<file path="config.mk">
export PLATFORM = sky130hd
export DESIGN_NAME = bcd_seg_scan
export DESIGN_NICKNAME = d
export VERILOG_FILES = /design/src/rtl/bcd_seg_pkg.sv /design/src/rtl/bcd_to_seg.sv /design/src/rtl/bcd_seg_scan.sv
export SDC_FILE = /design/constraint.sdc
export NUM_CORES = 1
export LEC_CHECK = 0
export CAP_MARGIN = 30
export CORE_MARGIN = 2
export CORE_UTILIZATION = 51
export CTS_CLUSTER_DIAMETER = 60
export DETAILED_ROUTE_END_ITERATION = 7
export GPL_TIMING_DRIVEN = 0
export PLACE_DENSITY_LB_ADDON = 0.08
export SLEW_MARGIN = 20
export SYNTH_ARGS = -nofsm -noshare
export SYNTH_HDL_FRONTEND = slang
export SYNTH_SLANG_ARGS = --single-unit
</file>
<file path="constraint.sdc">
create_clock -name clk_100 -period 3.1 [get_ports clk_100]
set_clock_uncertainty 0.1 [all_clocks]
set_input_delay 0.775 -clock clk_100 [delete_from_list [all_inputs] [get_ports clk_100]]
set_output_delay 0.775 -clock clk_100 [all_outputs]
set_load 0.005 [all_outputs]
</file>
<file path="src/rtl/bcd_seg_pkg.sv">
// Shared constants and types for the multiplexed 3-digit seven-segment scanner.
// Segment patterns are active-low {g,f,e,d,c,b,a}.
package bcd_seg_pkg;

    localparam int DIGITS = 3;

    typedef enum logic {
        S_BLANK = 1'b0,
        S_SHOW  = 1'b1
    } state_t;

    localparam logic [6:0] SEG_0    = 7'h40;
    localparam logic [6:0] SEG_1    = 7'h79;
    localparam logic [6:0] SEG_2    = 7'h24;
    localparam logic [6:0] SEG_3    = 7'h30;
    localparam logic [6:0] SEG_4    = 7'h19;
    localparam logic [6:0] SEG_5    = 7'h12;
    localparam logic [6:0] SEG_6    = 7'h02;
    localparam logic [6:0] SEG_7    = 7'h78;
    localparam logic [6:0] SEG_8    = 7'h00;
    localparam logic [6:0] SEG_9    = 7'h10;
    localparam logic [6:0] SEG_DASH = 7'h3F;
    localparam logic [6:0] SEG_OFF  = 7'h7F;

    function automatic logic nib_invalid(input logic [3:0] nib);
        return nib > 4'd9;
    endfunction

endpackage

</file>
<file path="src/rtl/bcd_to_seg.sv">
// Combinational BCD nibble to active-low seven-segment decoder.
// Non-decimal nibbles render as a dash and raise the invalid flag.
module bcd_to_seg
    import bcd_seg_pkg::*;
(
    input  logic [3:0] nib_i,
    output logic [6:0] seg_o,
    output logic       invalid_o
);

    always_comb begin
        seg_o     = SEG_DASH;
        invalid_o = 1'b0;
        unique case (nib_i)
            4'd0:    seg_o = SEG_0;
            4'd1:    seg_o = SEG_1;
            4'd2:    seg_o = SEG_2;
            4'd3:    seg_o = SEG_3;
            4'd4:    seg_o = SEG_4;
            4'd5:    seg_o = SEG_5;
            4'd6:    seg_o = SEG_6;
            4'd7:    seg_o = SEG_7;
            4'd8:    seg_o = SEG_8;
            4'd9:    seg_o = SEG_9;
            default: invalid_o = 1'b1;
        endcase
    end

endmodule

</file>
<file path="src/rtl/bcd_seg_scan.sv">
// 3-digit multiplexed seven-segment driver: snapshots a BCD value on load and
// scans digits with a dwell period and an all-off gap between digits.
module bcd_seg_scan
    import bcd_seg_pkg::*;
#(
    parameter int SCAN_DIV  = 100000,
    parameter int BLANK_CYC = 100
) (
    input  logic        clk_100,
    input  logic        rst,
    input  logic [11:0] bcd_in,
    input  logic        load,
    input  logic        blank_lz,
    output logic [6:0]  seg,
    output logic [2:0]  an,
    output logic        err
);

    localparam int CNT_MAX = (SCAN_DIV > BLANK_CYC) ? SCAN_DIV : BLANK_CYC;
    localparam int CNT_W   = (CNT_MAX > 1) ? $clog2(CNT_MAX) : 1;
    localparam logic [CNT_W-1:0] SHOW_LAST  = CNT_W'(SCAN_DIV - 1);
    localparam logic [CNT_W-1:0] BLANK_LAST = CNT_W'(BLANK_CYC - 1);
    localparam logic [1:0]       DIG_LAST   = 2'(DIGITS - 1);

    state_t           state_q, state_d;
    logic [CNT_W-1:0] cnt_q, cnt_d;
    logic [1:0]       dig_q, dig_d;
    logic [11:0]      snap_q;
    logic [11:0]      disp_q, disp_d;
    logic [6:0]       seg_q, seg_d;
    logic [2:0]       an_q, an_d;
    logic             err_q, err_d;

    logic             phase_done;
    logic [3:0]       disp_nib [DIGITS];
    logic [DIGITS-1:0] nib_bad;
    logic [3:0]       cur_nib;
    logic [6:0]       dec_seg;
    logic             dec_invalid;
    logic             lz_blank;

    assign phase_done = (state_q == S_BLANK) ? (cnt_q == BLANK_LAST)
                                             : (cnt_q == SHOW_LAST);

    // State register, plus the snapshot and display copies.
    always_ff @(posedge clk_100 or posedge rst) begin
        if (rst) begin
            state_q <= S_BLANK;
            cnt_q   <= '0;
            dig_q   <= '0;
            snap_q  <= '0;
            disp_q  <= '0;
            seg_q   <= SEG_OFF;
            an_q    <= 3'b111;
            err_q   <= 1'b0;
        end else begin
            state_q <= state_d;
            cnt_q   <= cnt_d;
            dig_q   <= dig_d;
            disp_q  <= disp_d;
            seg_q   <= seg_d;
            an_q    <= an_d;
            err_q   <= err_d;
            if (load) begin
                snap_q <= bcd_in;
            end
        end
    end

    always_comb begin
        state_d = state_q;
        cnt_d   = cnt_q + 1'b1;
        dig_d   = dig_q;
        disp_d  = disp_q;
        if (phase_done) begin
            cnt_d = '0;
            if (state_q == S_BLANK) begin
                state_d = S_SHOW;
                disp_d  = snap_q;
            end else begin
                state_d = S_BLANK;
                dig_d   = (dig_q == DIG_LAST) ? 2'd0 : dig_q + 2'd1;
            end
        end
    end

    // Decode path looks at the value disp is about to hold, so seg and err
    // change on the same edge that disp is refreshed.
    generate
        for (genvar gi = 0; gi < DIGITS; gi++) begin : g_nib
            assign disp_nib[gi] = disp_d[4*gi +: 4];
            assign nib_bad[gi]  = nib_invalid(disp_nib[gi]);
        end
    endgenerate

    always_comb begin
        cur_nib = disp_nib[0];
        case (dig_q)
            2'd1:    cur_nib = disp_nib[1];
            2'd2:    cur_nib = disp_nib[2];
            default: cur_nib = disp_nib[0];
        endcase
    end

    bcd_to_seg u_dec (
        .nib_i     (cur_nib),
        .seg_o     (dec_seg),
        .invalid_o (dec_invalid)
    );

    assign lz_blank = blank_lz && !dec_invalid &&
                      (((dig_q == 2'd2) && (disp_nib[2] == 4'd0)) ||
                       ((dig_q == 2'd1) && (disp_nib[2] == 4'd0) && (disp_nib[1] == 4'd0)));

    always_comb begin
        seg_d = seg_q;
        an_d  = an_q;
        err_d = err_q;
        if (phase_done) begin
            if (state_q == S_BLANK) begin
                an_d  = ~(3'b001 << dig_q);
                seg_d = lz_blank ? SEG_OFF : dec_seg;
                err_d = |nib_bad;
            end else begin
                an_d  = 3'b111;
                seg_d = SEG_OFF;
            end
        end
    end

    assign seg = seg_q;
    assign an  = an_q;
    assign err = err_q;

endmodule

</file>
==> impl_metrics.yaml <==
clocking:
  clock_buffer_count_from_cts: 5
  cts-root-buf: "clkbuf_8"
  cts_tree: "built"
  h-tree-depth: 2
  clkTransAtPathRegs_ps: 100
  clkSinkCount: 55
  clock_latency_ps: 310
  clk_path_buf_depth: 2
  cts-hold-fix-buffers: 0
logic_synthesis:
  synthesis.instances: 234
  synth_cell_types: 40
  synth-async-reset-ratio_pct: 100
  synthesis.nets: 256
  synth-main-ff-cell: "dfrtp_1"
  synth-edff-count: 0
  yosysSeqAreaShare_pct: 53.0
  yosys_warnings: 0
  postSynthRegisterBits: 55
  syn-mean-instance-area_um2: 11.2
  cell_area_after_synthesis_um2: 2620
sta:
  finalWorstPathRequiredPeriod_ps: 2940
  fmaxAchievable_ghz: 0.340
  timing.final.crit_share_pct: 94.9
  finalWorstSetupSlack_ps: 157
  report.final.slew_viol_count: 0
  final_hold_viols: 0
  timing.final.setup_violations: 0
  slew_margin_rel_pct: 56.0
  worst_pin_slew_ps: 660
drt:
  drtPass1Iterations: 4
  dr_total_vias: 1872
  wire_per_inst_um: 14.6
  initialDrtViolationCount: 102
  route.detailed.vias_per_inst: 5.36
  finalWirelength_um: 5090
  drc: 0
  postRouteAntennaNets: 0
place:
  place.port_buffers: 26
  hpwl_um: 3420
  post-place-cells: 330
  place_worst_setup_slack_ps: -521
  place.gp.congestion: 0.852
pwr:
  power_density_nw_per_um2: 369
  p_leak_uw: 0.00133
  ir_drop_mv: 0.278
setup_path:
  criticalPathCategory: "flip-flop to flip-flop"
  register_to_register_setup_slack_ps: 160
  crit-reg2reg-launch: "cnt_q[13]$_DFF_PP0_"
  path_max_fanout: 7
  worstReg2RegEnd: "seg[3]$_DFFE_PP1N_"
  worstRegToRegCells: 10
  worstSetupStartpointType: "flip-flop"
  critical_path_arrival_ps: 3090
  worst_setup_path_end_kind: "flip-flop"
  cp.required_ps: 3240
layout:
  multi_input_comb_area_um2: 1240
  antenna_cells: 0
  final_net_count: 300
  layout.filler_cells: 416
  post_route_cells_drive_above_1_share_pct: 23.7
  regArea_um2: 1390
  instances_no_fill: 349
  area_growth_pct: 23.0
floorplanning:
  die_area_um2: 5730
  rows: 26
  core_region_area_um2: 5040
  pin_count: 27
  dieWidth_um: 75.7
  die_height_um: 75.7
  initial_utilization_pct: 52.0
global_route:
  grt_most_used_layer: "met2"
  globalRoute.totalOverflow: 0
  gr-usage-met3_pct: 5.69
  grt.met1_usage_pct: 25.9
  grt_max_degree: 56
  groute.layer.met2.usage_pct: 33.6
  groute.usage.overall_pct: 20.2
  grt_first_pass_wirelength_um: 8580
  grt_antenna_before_repair: 0
  vias_in_the_first_global_route: 1823
hold_path:
  number_of_stages_on_the_worst_hold_path: 1
  worst_hold_startpoint: "cnt_q[0]$_DFF_PP0_"
  holdCritPathClass: "flip-flop to flip-flop"
  hold_crit_endpoint: "cnt_q[0]$_DFF_PP0_"
flow_run:
  max_cap_viol_count: 0
status:
  outcome: "completed"
==> worst max-delay path, stage by stage, from the launching register on <==
cell      delay [ps]
dfrtp_2          460
nor4_4           380
nand4b_4         160
nor2_4           150
buf_4            130
mux2_2           350
a222oi_1         430
buf_4            230
nand2b_1          90
or3_1            320
o211ai_1          90
==> logic make-up (layout without fill, tap and decap cells) <==
| family | after synthesis | after routing | share of synthesized area (%) |
|---|---|---|---|
| compound gates | 36 | 36 | 8.68 |
| fa+ha+maj | 7 | 7 | 3.24 |
| flops | 55 | 55 | 53.0 |
| mux | 24 | 24 | 10.6 |
| simple gates | 84 | 84 | 17.3 |
| buf+inv | 13 | 58 | 2.19 |
| xor+xnor | 15 | 15 | 5.01 |
==> final cells by class <==
class	count	share of cell area, %
Sequential cell	55	43.1
Multi-Input combinational cell	166	38.5
Timing Repair Buffer	37	11.0
Tap cell	70	2.71
Clock buffer	6	2.25
Buffer	6	1.20
Inverter	7	0.892
Clock inverter	2	0.349
==> placed cells by master, fill, tap and decap left out, drive strengths merged, types with 6 or more instances in the layout <==
| cell type | Yosys | layout |
|---|---|---|
| dfrtp | 45 | 45 |
| nor2 | 30 | 30 |
| clkdlybuf4s50 | 0 | 26 |
| mux2 | 24 | 24 |
| buf | 3 | 15 |
| nand2 | 12 | 12 |
| o21ai | 11 | 11 |
| nand3 | 10 | 10 |
| dfstp | 10 | 10 |
| a21oi | 9 | 9 |
| xor2 | 8 | 8 |
| inv | 7 | 8 |
| clkbuf | 3 | 8 |
| xnor2 | 7 | 7 |
| a31oi | 6 | 6 |
| ha | 6 | 6 |
| nor4 | 6 | 6 |
==> routing by layer <==
metal | up-vias | wire, um
met5 | - | 0
met4 | 0 | 59
met3 | 5 | 153
met2 | 29 | 2560
met1 | 921 | 2320
li1 | 917 | -
==> state kept, by name (all words and copies together), names as in the netlist <==
register and count:
cnt_q 17, disp_q 12, snap_q 12, seg 7
an 3, dig_q 2, err 1, state_q 1
==> worst max path at each step <==
stage	startpoint	end	slack, ps	cells after the start
6_report	cnt_q[13]$_DFF_PP0_	seg[3]$_DFFE_PP1N_	160	10
4_1_cts	state_q$_DFFE_PP0N_	seg[3]$_DFFE_PP1N_	80	10
5_1_grt	cnt_q[13]$_DFF_PP0_	seg[3]$_DFFE_PP1N_	-4	10
3_3_place_gp	cnt_q[13]$_DFF_PP0_	seg[3]$_DFFE_PP1N_	-560	9
2_1_floorplan	state_q$_DFFE_PP0N_	seg[3]$_DFFE_PP1N_	10	8
3_5_place_dp	cnt_q[13]$_DFF_PP0_	seg[3]$_DFFE_PP1N_	-520	9
==> power breakdown <==
part / internal (uW) / switching, uW / leakage, uW
sequential: 733 / 11.4 / 0.000689
combinational: 30.9 / 23.5 / 0.000596
clock: 159 / 233 / 0.0000455
total: 923 / 268 / 0.00133
==> timing repair <==
item                                    CTS  global route
endpoints found under the hold margin     0             0
gates resized for setup                   8             3
endpoints found under the setup margin    7             6
cloned                                    0             0
pin swaps                                 5             6
setup buffers                             7             4
==> cells in the mapped netlist, drive strengths merged (4+ instances only) <==
library cell  number  area, um2
mux2              24        278
a31oi              6       37.5
xnor2              7       61.3
ha                 6       75.1
nand2             12       45.0
o21ai             11       55.1
dfrtp             45       1130
nand3             10       50.1
nor3               4       20.0
xor2               8       70.1
dfstp             10        263
and2               4       25.0
nor2              30        120
nand4              4       40.0
inv                7       26.3
or3                4       25.0
nor4               6       52.6
a21oi              9       45.0
==> per-stage QoR <==
stage	total power [uW]	setup TNS (ps)	hold slack (ps)	utilization, %	area (um2)
after floorplan	784	0	355	-	2640
after global placement	813	-9790	378	59.3	2990
after detailed placement	815	-3200	381	59.3	2990
after CTS	1210	0	394	63.3	3190
after global routing	1240	-3.89	405	64.0	3230
final	1190	0	392	64.0	3230
No activity file was read; power rests on OpenSTA's default activity.
